`config.mk`:
```
export PLATFORM = sky130hd
export DESIGN_NAME = range_sequencer
export DESIGN_NICKNAME = d
export VERILOG_FILES = /design/src/rtl/range_sequencer.sv
export SDC_FILE = /design/constraint.sdc
export NUM_CORES = 1
export LEC_CHECK = 0
export BUFFER_PORTS_ARGS = -buffer_cell sky130_fd_sc_hd__clkbuf_2
export CAP_MARGIN = 20
export CORE_MARGIN = 8
export CORE_UTILIZATION = 58
export DETAILED_ROUTE_END_ITERATION = 8
export PLACE_DENSITY = 0.76
export RECOVER_POWER = 50
export SYNTH_ARGS = -nofsm -noshare
export SYNTH_HDL_FRONTEND = slang
export SYNTH_SLANG_ARGS = --single-unit
```
`constraint.sdc`:
```
create_clock -name clock -period 6.2 [get_ports clock]
set_input_delay 0.62 -clock clock [delete_from_list [all_inputs] [get_ports clock]]
set_output_delay 0.62 -clock clock [all_outputs]
set_load 0.02 [all_outputs]
```
`src/rtl/range_sequencer.sv`:
```
// rtl/range_sequencer.sv - single-frame buffer replaying samples as a go/finish sequence
//
// Buffers one frame of samples from a valid/ready/last stream. It then replays the
// frame to the range finder, one sample per clock, as a burst of go cycles closed
// by a finish cycle. A single-sample frame is replayed as go then finish.
//
// Ports:
//   clock        system clock, rising edge
//   reset        asynchronous active-high reset
//   in_data      incoming sample
//   in_valid     in_data valid this cycle
//   in_last      final sample of the frame (only meaningful with in_valid)
//   in_ready     block can accept a sample (FILL or DRAIN)
//   data_out     sample to range finder; zero whenever go and finish are both low
//   go           range finder go
//   finish       range finder finish
//   busy         replaying a frame (PLAY or GAP)
//   truncated    one-cycle pulse after the accept that filled the buffer without last
//   frame_count  frames played, wraps at 255

module range_sequencer #(
  parameter int WIDTH = 8,
  parameter int DEPTH = 16
) (
  input  logic             clock,
  input  logic             reset,
  input  logic [WIDTH-1:0] in_data,
  input  logic             in_valid,
  input  logic             in_last,
  output logic             in_ready,
  output logic [WIDTH-1:0] data_out,
  output logic             go,
  output logic             finish,
  output logic             busy,
  output logic             truncated,
  output logic [7:0]       frame_count
);

  localparam int CW = $clog2(DEPTH + 1);
  localparam int AW = $clog2(DEPTH);

  typedef enum logic [1:0] {FILL, DRAIN, PLAY, GAP} state_t;

  state_t           state;
  logic [WIDTH-1:0] mem [DEPTH];
  logic [CW-1:0]    n;        // samples stored in the current frame
  logic [CW-1:0]    p;        // playback step
  logic [CW-1:0]    last_p;   // step that carries finish
  logic [AW-1:0]    rd_idx;
  logic             accept;

  assign in_ready = (state == FILL) || (state == DRAIN);
  assign busy     = (state == PLAY) || (state == GAP);
  assign accept   = in_valid && in_ready;

  // A one-sample frame needs two steps (go, then finish) since the range finder
  // rejects go and finish together; longer frames finish on their last sample.
  assign last_p = (n == CW'(1)) ? CW'(1) : n - CW'(1);

  // Steps past the stored length re-read the last sample (only the n=1 finish step).
  assign rd_idx = (p >= n) ? AW'(n - CW'(1)) : AW'(p);

  // Sample storage is deliberately left unreset; n alone defines what is valid.
  always_ff @(posedge clock) begin
    if (state == FILL && accept) begin
      mem[AW'(n)] <= in_data;
    end
  end

  always_ff @(posedge clock or posedge reset) begin
    if (reset) begin
      state       <= FILL;
      n           <= '0;
      p           <= '0;
      data_out    <= '0;
      go          <= 1'b0;
      finish      <= 1'b0;
      truncated   <= 1'b0;
      frame_count <= 8'd0;
    end else begin
      truncated <= 1'b0;
      case (state)
        FILL: begin
          if (accept) begin
            n <= n + CW'(1);
            p <= '0;
            if (in_last) begin
              state <= PLAY;
            end else if (n == CW'(DEPTH - 1)) begin
              state     <= DRAIN;
              truncated <= 1'b1;
            end
          end
        end
        DRAIN: begin
          // Buffer is full; overflow samples are consumed and dropped until last.
          if (accept && in_last) begin
            state <= PLAY;
            p     <= '0;
          end
        end
        PLAY: begin
          if (p < last_p) begin
            go       <= 1'b1;
            finish   <= 1'b0;
            data_out <= mem[rd_idx];
            p        <= p + CW'(1);
          end else if (p == last_p) begin
            go       <= 1'b0;
            finish   <= 1'b1;
            data_out <= mem[rd_idx];
            p        <= p + CW'(1);
          end else begin
            go          <= 1'b0;
            finish      <= 1'b0;
            data_out    <= '0;
            frame_count <= frame_count + 8'd1;
            state       <= GAP;
          end
        end
        GAP: begin
          n     <= '0;
          p     <= '0;
          state <= FILL;
        end
        default: begin
          state <= FILL;
        end
      endcase
    end
  end

endmodule

```
# After elaboration in Yosys (flattened, before gate mapping)
# Memory sizes are Yosys's and may differ from the RTL's.
# Cells that the tools add are included.
# Widths: inputs -> output; s select.
[classes]
add_sub_neg = 4
mul = 0
div_mod_pow = 0
order_cmp = 2
n_eq_ne = 12
shift = 0
mux = 27
bitwise = 2
reduce_logical = 11
[ops]
columns = ["operator", "count"]
rows = [
  ["$mux 5", 6],
  ["$pmux 5 s4", 1],
  ["$mux 8", 2],
  ["$mux 2", 6],
  ["$add 5x1->5 const B", 2],
  ["$pmux 5 s2", 1],
  ["$mux 1", 9],
  ["$add 8x1->8 const B", 1],
  ["$pmux 2 s4", 1],
  ["$ne 2x2->1 const B", 3],
  ["$reduce_and 3->1", 2],
  ["$eq 5x1->1 const B", 1],
  ["$eq 5x4->1 const B", 1],
  ["$eq 5x5->1", 1],
  ["$ge 5x5->1", 1],
  ["$lt 5x5->1", 1],
  ["$reduce_and 5->1", 1],
  ["$sub 5x1->5 const B", 1],
  ["$eq 2x2->1 const B", 2],
  ["$mux 4", 1],
  ["$logic_and 1x1->1", 3],
  ["$ne 3x1->1 const B", 1],
  ["$ne 3x2->1 const B", 1],
  ["$eq 2x1->1 const B", 1],
  ["6 further kinds", 8],
]
[word_totals]
regBits = 31
latch_bits = 0
ramBits = 128
rom_bits = 0
inputBits = 12
output_inout_bits = 21
wordCells = 67
memories = 1
[memory_table]
columns = ["name", "depth", "word_bits", "read_ports", "rd_ports_with_merged_regs", "wr", "line", "source"]
rows = [
  ["mem", 16, 8, 1, 0, 1, "45", "logic [WIDTH-1:0] mem [DEPTH];"],
]

# Longest topological paths before layout
# Gate-level depths: netlist (run 1).
[depth]
ltp_word = 6
ltp_mapped = 16
ltp_nobuf = 14

# Worst setup path after synthesis (run 1)
# Ideal clock, no wire load.
[synth_path]
path_kind = "flip-flop to flip-flop"
start = "register n[0]"
end = "register p[3]"
setup_ns = 0.087
arrival_time_ns = 2.870
t_required_ns = 6.113
setup_slack_ns = 3.243
path_stages_with_launch = 16
path_buffers = 2
synth_period_minus_slack_ns = 2.957
path_cell_list = "dfrtp_1 buf_2 inv_1 ha_1 clkbuf_1 inv_1 a211oi_1 a21oi_1 ha_1 o21a_1 o21a_1 o21ai_4 a21oi_2 nor3_2 or4b_1 o211ai_1"
[synth_via]
elab_chain_cells = 5
elab_cells_between_ends = 9
classes_between = "add/sub (1); order compare (1); eq/ne (3); mux (3); reduce/logical (1)"
[synth_rtl]
columns = ["element", "line", "source"]
rows = [
  ["start, declared", "46", "logic [CW-1:0] n;"],
  ["start signal, assigned", "85", "n <= n + CW'(1);"],
  ["$sub 5x1->5 / $eq 5x1->1 (equally long branches)", "n/a", ""],
  ["$mux 5 *", "58", "assign last_p = (n == CW'(1)) ? CW'(1) : n - CW'(1);"],
  ["$lt 5x5->1 / $eq 5x5->1 (equally long branches)", "103, 108", ""],
  ["$mux 5 / $ne 3x1->1 (equally long branches)", "n/a", ""],
  ["$pmux 5 s4 / $reduce_and 3->1 (equally long branches)", "n/a", ""],
  ["end signal, assigned", "107", "p <= p + CW'(1);"],
  ["end signal, assigned", "112", "p <= p + CW'(1);"],
  ["end, declared", "47", "logic [CW-1:0] p;"],
]
# Mark *: on every way between the ends. The rest lies on a longest branch, timed or not.
# A chain may end at the register's enable or synchronous reset.

# Final worst setup path (run 1)
[layout_path]
start = "register n[2]"
end = "register data_out[7]"
[layout_via]
elab_chain_cells = 5
elab_cells_between_ends = 10
classes_between = "add/sub (1); order compare (2); eq/ne (2); mux (4); memory (1)"
[layout_rtl]
columns = ["element", "line", "source"]
rows = [
  ["$sub 5x1->5 (tied with other cells)", "61", "assign rd_idx = (p >= n) ? AW'(n - CW'(1)) : AW'(p);"],
  ["$mux 4 / $mux 5 (equally long branches)", "61, 58", ""],
  ["$mem_v2 16x8 / $eq 5x5->1 (equally long branches)", "n/a", ""],
  ["$mux 8", "108", "end else if (p == last_p) begin"],
  ["$mux 8 *", "103", "if (p < last_p) begin"],
  ["end signal, assigned", "106", "data_out <= mem[rd_idx];"],
  ["end signal, assigned", "111", "data_out <= mem[rd_idx];"],
  ["end, declared", "31", "output logic [WIDTH-1:0] data_out,"],
]
# Marked as above.

==> results of run 1 <==
==> registers in the layout, indices dropped and copies added (netlist names) <==
signal       flops
mem            128
data_out         8
frame_count      8
n                5
p                5
state            2
finish           1
go               1
truncated        1
==> how the worst min path moves through the flow <==
stage | start | endpoint | slack, ns | depth (start not counted)
after floorplan | p[0] | p[0] | 0.52 | 2
after global placement | frame_count[7] | frame_count[7] | 0.46 | 1
after detailed placement | frame_count[7] | frame_count[7] | 0.46 | 1
after CTS | reset | p[2] | 0.26 | 3
after global routing | in_last | truncated | 0.38 | 2
final | in_last | truncated | 0.38 | 2
==> through the flow <==
stage | utilization (%) | power [mW] | std cells
6_report | 65.6 | 2.18 | 756
5_1_grt | 65.6 | 2.24 | 756
4_1_cts | 65.8 | 2.19 | 756
3_5_place_dp | 61.0 | 1.20 | 724
3_3_place_gp | 61.0 | 1.20 | 724
2_1_floorplan | - | 1.18 | 568
==> worst max-delay path, cell delays in order, from the launching register on <==
cell and delay (ns):
dfrtp_1 0.75, inv_1 0.21, ha_1 0.38, a21o_1 0.18, a31oi_2 0.26, o21ai_4 0.17, o21ai_2 0.82, nand3_1 0.22
nand4_1 0.22, nand3_1 0.09
==> layout make-up <==
class / count / area (um^2) / share of cell area (%)
multi-input combinational: 368 / 2230 / 28.5
clock buffer: 19 / 433 / 5.54
sequential: 159 / 4620 / 59.1
tap: 147 / 184 / 2.35
clock inverter: 13 / 138 / 1.76
inverter: 15 / 56.3 / 0.720
timing repair buffer: 35 / 158 / 2.02
==> report_power, final <==
| part | internal (mW) | leakage [nW] | switching (mW) |
|---|---|---|---|
| clock | 0.594 | 0.271 | 0.415 |
| combinational | 0.00205 | 1.10 | 0.0176 |
| sequential | 1.15 | 1.54 | 0 |
==> layout by cell type, fill, tap and decap left out, drive strengths merged, types with 2 or more instances in the layout <==
master    count
nand2       129
edfxtp      128
nand3        53
clkbuf       52
dfrtp        31
nor2         22
nand4        21
ha           21
mux2i        19
inv          19
a32oi        16
o21ai        13
a21oi        11
nor3         10
xnor2         8
nor2b         5
nand2b        5
clkinv        4
a21o          3
and3          3
a32o          3
a22o          3
clkinvlp      3
a211oi        3
o21a          2
xor2          2
bufinv        2
buf           2
a31oi         2
o31ai         2
==> per-layer routing <==
layer / vias to the layer above / routed length, um
met2: 248 / 7520
met3: 31 / 1320
li1: 2143 / -
met1: 2260 / 6450
met4: 0 / 339
met5: - / 0
==> logic make-up after synthesis <==
family | after synthesis | share of synthesized area [%]
multiplexers | 20 | 2.87
AND/OR/NAND/NOR | 254 | 16.4
flip-flops | 159 | 65.9
XOR/XNOR | 10 | 1.25
buffers and inverters | 41 | 2.59
adder cells (fa/ha/maj) | 21 | 3.75
AO/OA/AOI/OAI | 63 | 7.19
==> results.py, run 1 <==
metrics = {
    "outcome": {
        "status": "finished with violations",
        "violations": "capacitance limit, slew limit",
    },
    "worst_setup_path": {
        "start_kind": "flip-flop",
        "rr_startpoint": "n[2]",
        "crit_fanout": 17,
        "r2r_slack_ns": 2.76,
        "path_class": "reg2reg",
        "r2r-end": "data_out[7]",
        "worstSetupEndpoint": "data_out[7]",
        "end_kind": "flip-flop",
        "crit_required_ns": 6.51,
        "setup.worst_path.start": "n[2]",
        "arrival_ns": 3.75,
        "ff2ff_path_depth": 9,
    },
    "synthesis": {
        "netlist_top_cells_count": "edfxtp_1 (128), nand2_1 (128), nand3_1 (53), dfrtp_1 (31), nor2_1 (22)",
        "syn_area_per_cell_um2": 12.3,
        "synthFlopType": "edfxtp_1",
        "syn_area_um2": 7010,
        "synth_nets": 601,
        "seq_area_frac_synth_pct": 65.9,
        "synth_top_cell_area_share_pct": 54.8,
        "synth-edff-count": 128,
        "ys_async_sr_fraction_pct": 19.5,
        "yosysTopAreaCell": "edfxtp_1",
        "yosys_warnings": 0,
        "synthCells": 568,
        "synth_seq_cells": 159,
        "netlist_top_cells_area": "edfxtp_1 (55%), dfrtp_1 (11%), nand2_1 (6.9%)",
        "synth.distinct_cells": 51,
    },
    "cells_and_area": {
        "area_growth_pct": 11.5,
        "diodes": 0,
        "fill_cells": 901,
        "fin_area_um2": 7820,
        "drive_above_1_share_pct": 10.3,
        "nets": 629,
    },
    "floorplanning": {
        "ios": 33,
        "initial_core_util_pct": 58.8,
        "die_area_um2": 15900,
        "coreArea_um2": 11900,
        "die_h_um": 126,
        "fp-row-count": 40,
        "die_width_um": 126,
    },
    "timing": {
        "setup_viol": 0,
        "finalWorstSetupSlack_ns": 2.76,
        "post-route-period-util_pct": 55.6,
        "finClkSkew_ns": 0.00851,
        "grt_setup_unrepaired": "false",
        "hold_violations": 0,
        "setup_tns_ns": 0,
        "max_slew_margin_pct": -19.6,
        "holdWs_ns": 0.378,
        "slew_violations": 32,
        "worst_pin_slew_ns": 1.79,
        "fmax_mhz": 290,
        "finalCriticalPeriod_ns": 3.44,
    },
    "global_routing": {
        "grt_usage_pct": 20.4,
        "met3_usage_pct": 5.65,
        "busiest_layer": "met2",
        "met1_usage_pct": 25.9,
        "grt_overflow_total": 0,
        "grt_pass1_wl_um": 24700,
        "grt_max_degree": 63,
        "use_met2_pct": 32.6,
        "antenna_found_initial": 0,
        "grt_pass1_vias": 4601,
    },
    "clocking": {
        "cts_buffer_depth": 2,
        "hold_buffers": 0,
        "root_buffer": "clkbuf_16",
        "h-tree-depth": 4,
        "numCtsBuffers": 17,
        "clkLatencyLatePin_ns": 0.43,
        "cts.repair.resized": 0,
        "cts_sinks": 159,
        "clk_pin_slew_ns": 0.06,
        "cts_tree": "built",
        "postCtsSetupBuffers": 0,
    },
    "detailed_routing": {
        "wirelength_um": 15600,
        "final_antenna_net_count": 0,
        "drc": 0,
        "first_pass_iters": 5,
        "wire_per_inst_um": 20.7,
        "vias": 4682,
        "drt_iter0_markers": 490,
        "vias_per_cell": 6.19,
    },
    "min_path": {
        "hold_class": "in2reg",
    },
    "place": {
        "place.gp.congestion": 0.897,
        "place_ws_ns": 2.83,
        "portBuffers": 32,
        "dpl-instance-area_um2": 7270,
        "dpl.hpwl_um": 9710,
    },
    "power": {
        "power_leakage_nw": 2.92,
        "ir_drop_mv": 0.235,
        "power.density_nw_per_um2": 279,
    },
    "run": {
        "cap_violations": 1,
    },
}
(Power assumes the default switching activity.)
==> inputs of run 2 (changes only) <==
- CORE_UTILIZATION: 58 -> 55
- PLACE_DENSITY: 0.76 -> 0.75
- clock period: 6.2 -> 3 ns (I/O delays scaled with it)
==> run 2 against run 1 <==
The run still ends with capacitance limit, slew limit left; fmax up 20%; global-route usage up 0.16 points; critical path depth up 3; sequential share of layout area down 2.9 points; routed wire length up 3.2%; setup slack worse by 2.6 ns; final cell count up 8.7%; utilization about the same; final area up 5.1%; hold slack worse by 0.31 ns.
==> results.py, run 2 (same netlist as run 1, synthesis figures left out) <==
metrics = {
    "outcome": {
        "status": "finished with violations",
        "violations": "capacitance limit, slew limit",
    },
    "timing": {
        "finalCriticalPeriod_ns": 2.86,
        "post-route-period-util_pct": 95.4,
        "fmax_mhz": 349,
        "hold_violations": 0,
        "setup_viol": 0,
        "slew_violations": 32,
        "max_slew_margin_pct": -23.2,
        "worst_pin_slew_ns": 1.85,
        "finClkSkew_ns": 0.00657,
        "holdWs_ns": 0.0673,
    },
    "place": {
        "dpl.hpwl_um": 10800,
        "place.gp.congestion": 0.906,
        "portBuffers": 32,
        "dp.cells": 786,
    },
    "run": {
        "cap_violations": 1,
    },
    "floorplanning": {
        "initial_core_util_pct": 56.0,
        "coreArea_um2": 12500,
        "die_width_um": 129,
        "die_h_um": 129,
        "die_area_um2": 16600,
        "fp-row-count": 41,
        "ios": 33,
    },
    "detailed_routing": {
        "final_antenna_net_count": 0,
        "wire_per_inst_um": 19.6,
        "drt_iter0_markers": 649,
        "wirelength_um": 16100,
        "drc": 0,
        "vias": 4828,
        "vias_per_cell": 5.87,
        "first_pass_iters": 6,
    },
    "power": {
        "power_leakage_nw": 3.13,
        "fin_total_pwr_mw": 4.44,
        "power.density_nw_per_um2": 541,
        "ir_drop_mv": 0.530,
    },
    "cells_and_area": {
        "final_cells": 822,
        "most-common-layout-cells": "nand2_1 (128), edfxtp_1 (128), nand3_1 (53)",
        "fin_util_pct": 65.6,
        "drive_above_1_share_pct": 16.6,
        "diodes": 0,
        "nets": 670,
        "reg_top3": "mem: 128 flops, data_out: 8 flops, frame_count: 8 flops",
        "largest_reg_flops": 128,
        "regArea_um2": 4620,
        "regMostFlops": "mem",
        "multi_input_area_um2": 2250,
        "area_growth_pct": 17.2,
        "fill_cells": 920,
    },
    "clocking": {
        "h-tree-depth": 4,
        "clk_pin_slew_ns": 0.06,
        "cts_buffer_depth": 2,
        "numCtsBuffers": 17,
        "clkLatencyLatePin_ns": 0.43,
        "cts_sinks": 159,
        "cts_tree": "built",
        "root_buffer": "clkbuf_16",
    },
    "min_path": {
        "hold_class": "in2reg",
        "min_to": "truncated",
        "hp-start": "in_last",
        "hold_path_depth": 2,
    },
    "worst_setup_path": {
        "cp.buffers_inverters": 1,
        "cp_slowest_cell": "dfrtp_1",
        "crit_required_ns": 3.35,
        "crit_fanout": 4,
        "ff2ff_path_depth": 12,
        "path_class": "reg2reg",
        "end_kind": "flip-flop",
        "cpMostUsedCell": "o21a_1",
        "start_kind": "flip-flop",
        "cp_slowest_stage_delay_ns": 0.46,
        "r2r-end": "p[3]",
        "crit_family": "simple AND/OR/NAND/NOR gates",
        "arrival_ns": 3.21,
        "rr_startpoint": "n[0]",
        "worstPathCellList": "inv_2 -> ha_4 -> nand2b_1 -> ha_1 -> nor2b_1 -> o21a_1 -> o21a_1 -> o21ai_4 -> a21oi_4 -> nor3_2 -> or4b_1 -> o211ai_1",
        "setup.worst_path.start": "n[0]",
        "r2r_slack_ns": 0.14,
    },
    "global_routing": {
        "grt_overflow_total": 0,
        "grt_max_degree": 35,
        "met3_usage_pct": 5.01,
        "use_met2_pct": 32.1,
        "grt_pass1_vias": 4620,
        "met1_usage_pct": 26.9,
        "antenna_found_initial": 0,
        "grt_usage_pct": 20.5,
        "busiest_layer": "met2",
        "grt_pass1_wl_um": 25300,
    },
}
-- run 2: changes by cell type in the layout (fill, tap and decap cells not counted), sizes merged --
| cell | before | now |
|---|---|---|
| buf | 2 | 42 |
| inv | 19 | 21 |
| clkinv | 4 | 7 |
| clkbuf | 52 | 50 |
| bufinv | 2 | 0 |
| clkinvlp | 3 | 2 |
| dlygate4sd3 | 0 | 1 |
-- run 2: layout make-up --
cell class | instances | share of cell area (%)
Clock buffer | 17 | 5.18
Inverter | 15 | 0.685
Timing Repair Buffer | 76 | 6.29
Sequential cell | 159 | 56.2
Tap cell | 172 | 2.62
Multi-Input combinational cell | 368 | 27.4
Clock inverter | 15 | 1.60
-- run 2: worst max-delay path by stage --
stage          slack, ns           to  cells past startpoint
2_1_floorplan       0.04         p[3]                     15
3_5_place_dp        0.11  data_out[3]                      9
4_1_cts              0.1         p[3]                     14
3_3_place_gp        0.16         p[3]                     14
5_1_grt            -0.02         p[3]                     10
6_report            0.14         p[3]                     12
-- run 2: power breakdown --
part	switching [mW]	leakage, nW	internal (mW)
clock	0.931	0.270	1.08
sequential	0	1.54	2.38
combinational	0.0394	1.31	0.00506
total	0.971	3.13	3.47
-- run 2: timing repair --
item / 4_1_cts / 5_1_grt
hold endpoints to repair: 31 / 0
buffers inserted: 0 / 3
setup endpoints to repair: 0 / 9
resized for setup: 0 / 9
hold buffers: 1 / 0
-- run 2: per-layer routing --
| layer | part of all wire, % | routed length [um] |
|---|---|---|
| met5 | 0 | 0 |
| met4 | 2.0 | 316 |
| met3 | 8.0 | 1290 |
| met2 | 48 | 7680 |
| met1 | 42 | 6830 |
-- run 2: per-stage QoR --
stage / area, um^2 / setup slack (ns) / setup TNS (ns)
floorplan: 7010 / 0.0434 / 0
global placement: 7590 / 0.159 / 0
detailed placement: 7590 / 0.111 / 0
CTS: 8150 / 0.0967 / 0
global route: 8220 / -0.0155 / -0.0155
finish: 8220 / 0.138 / 0
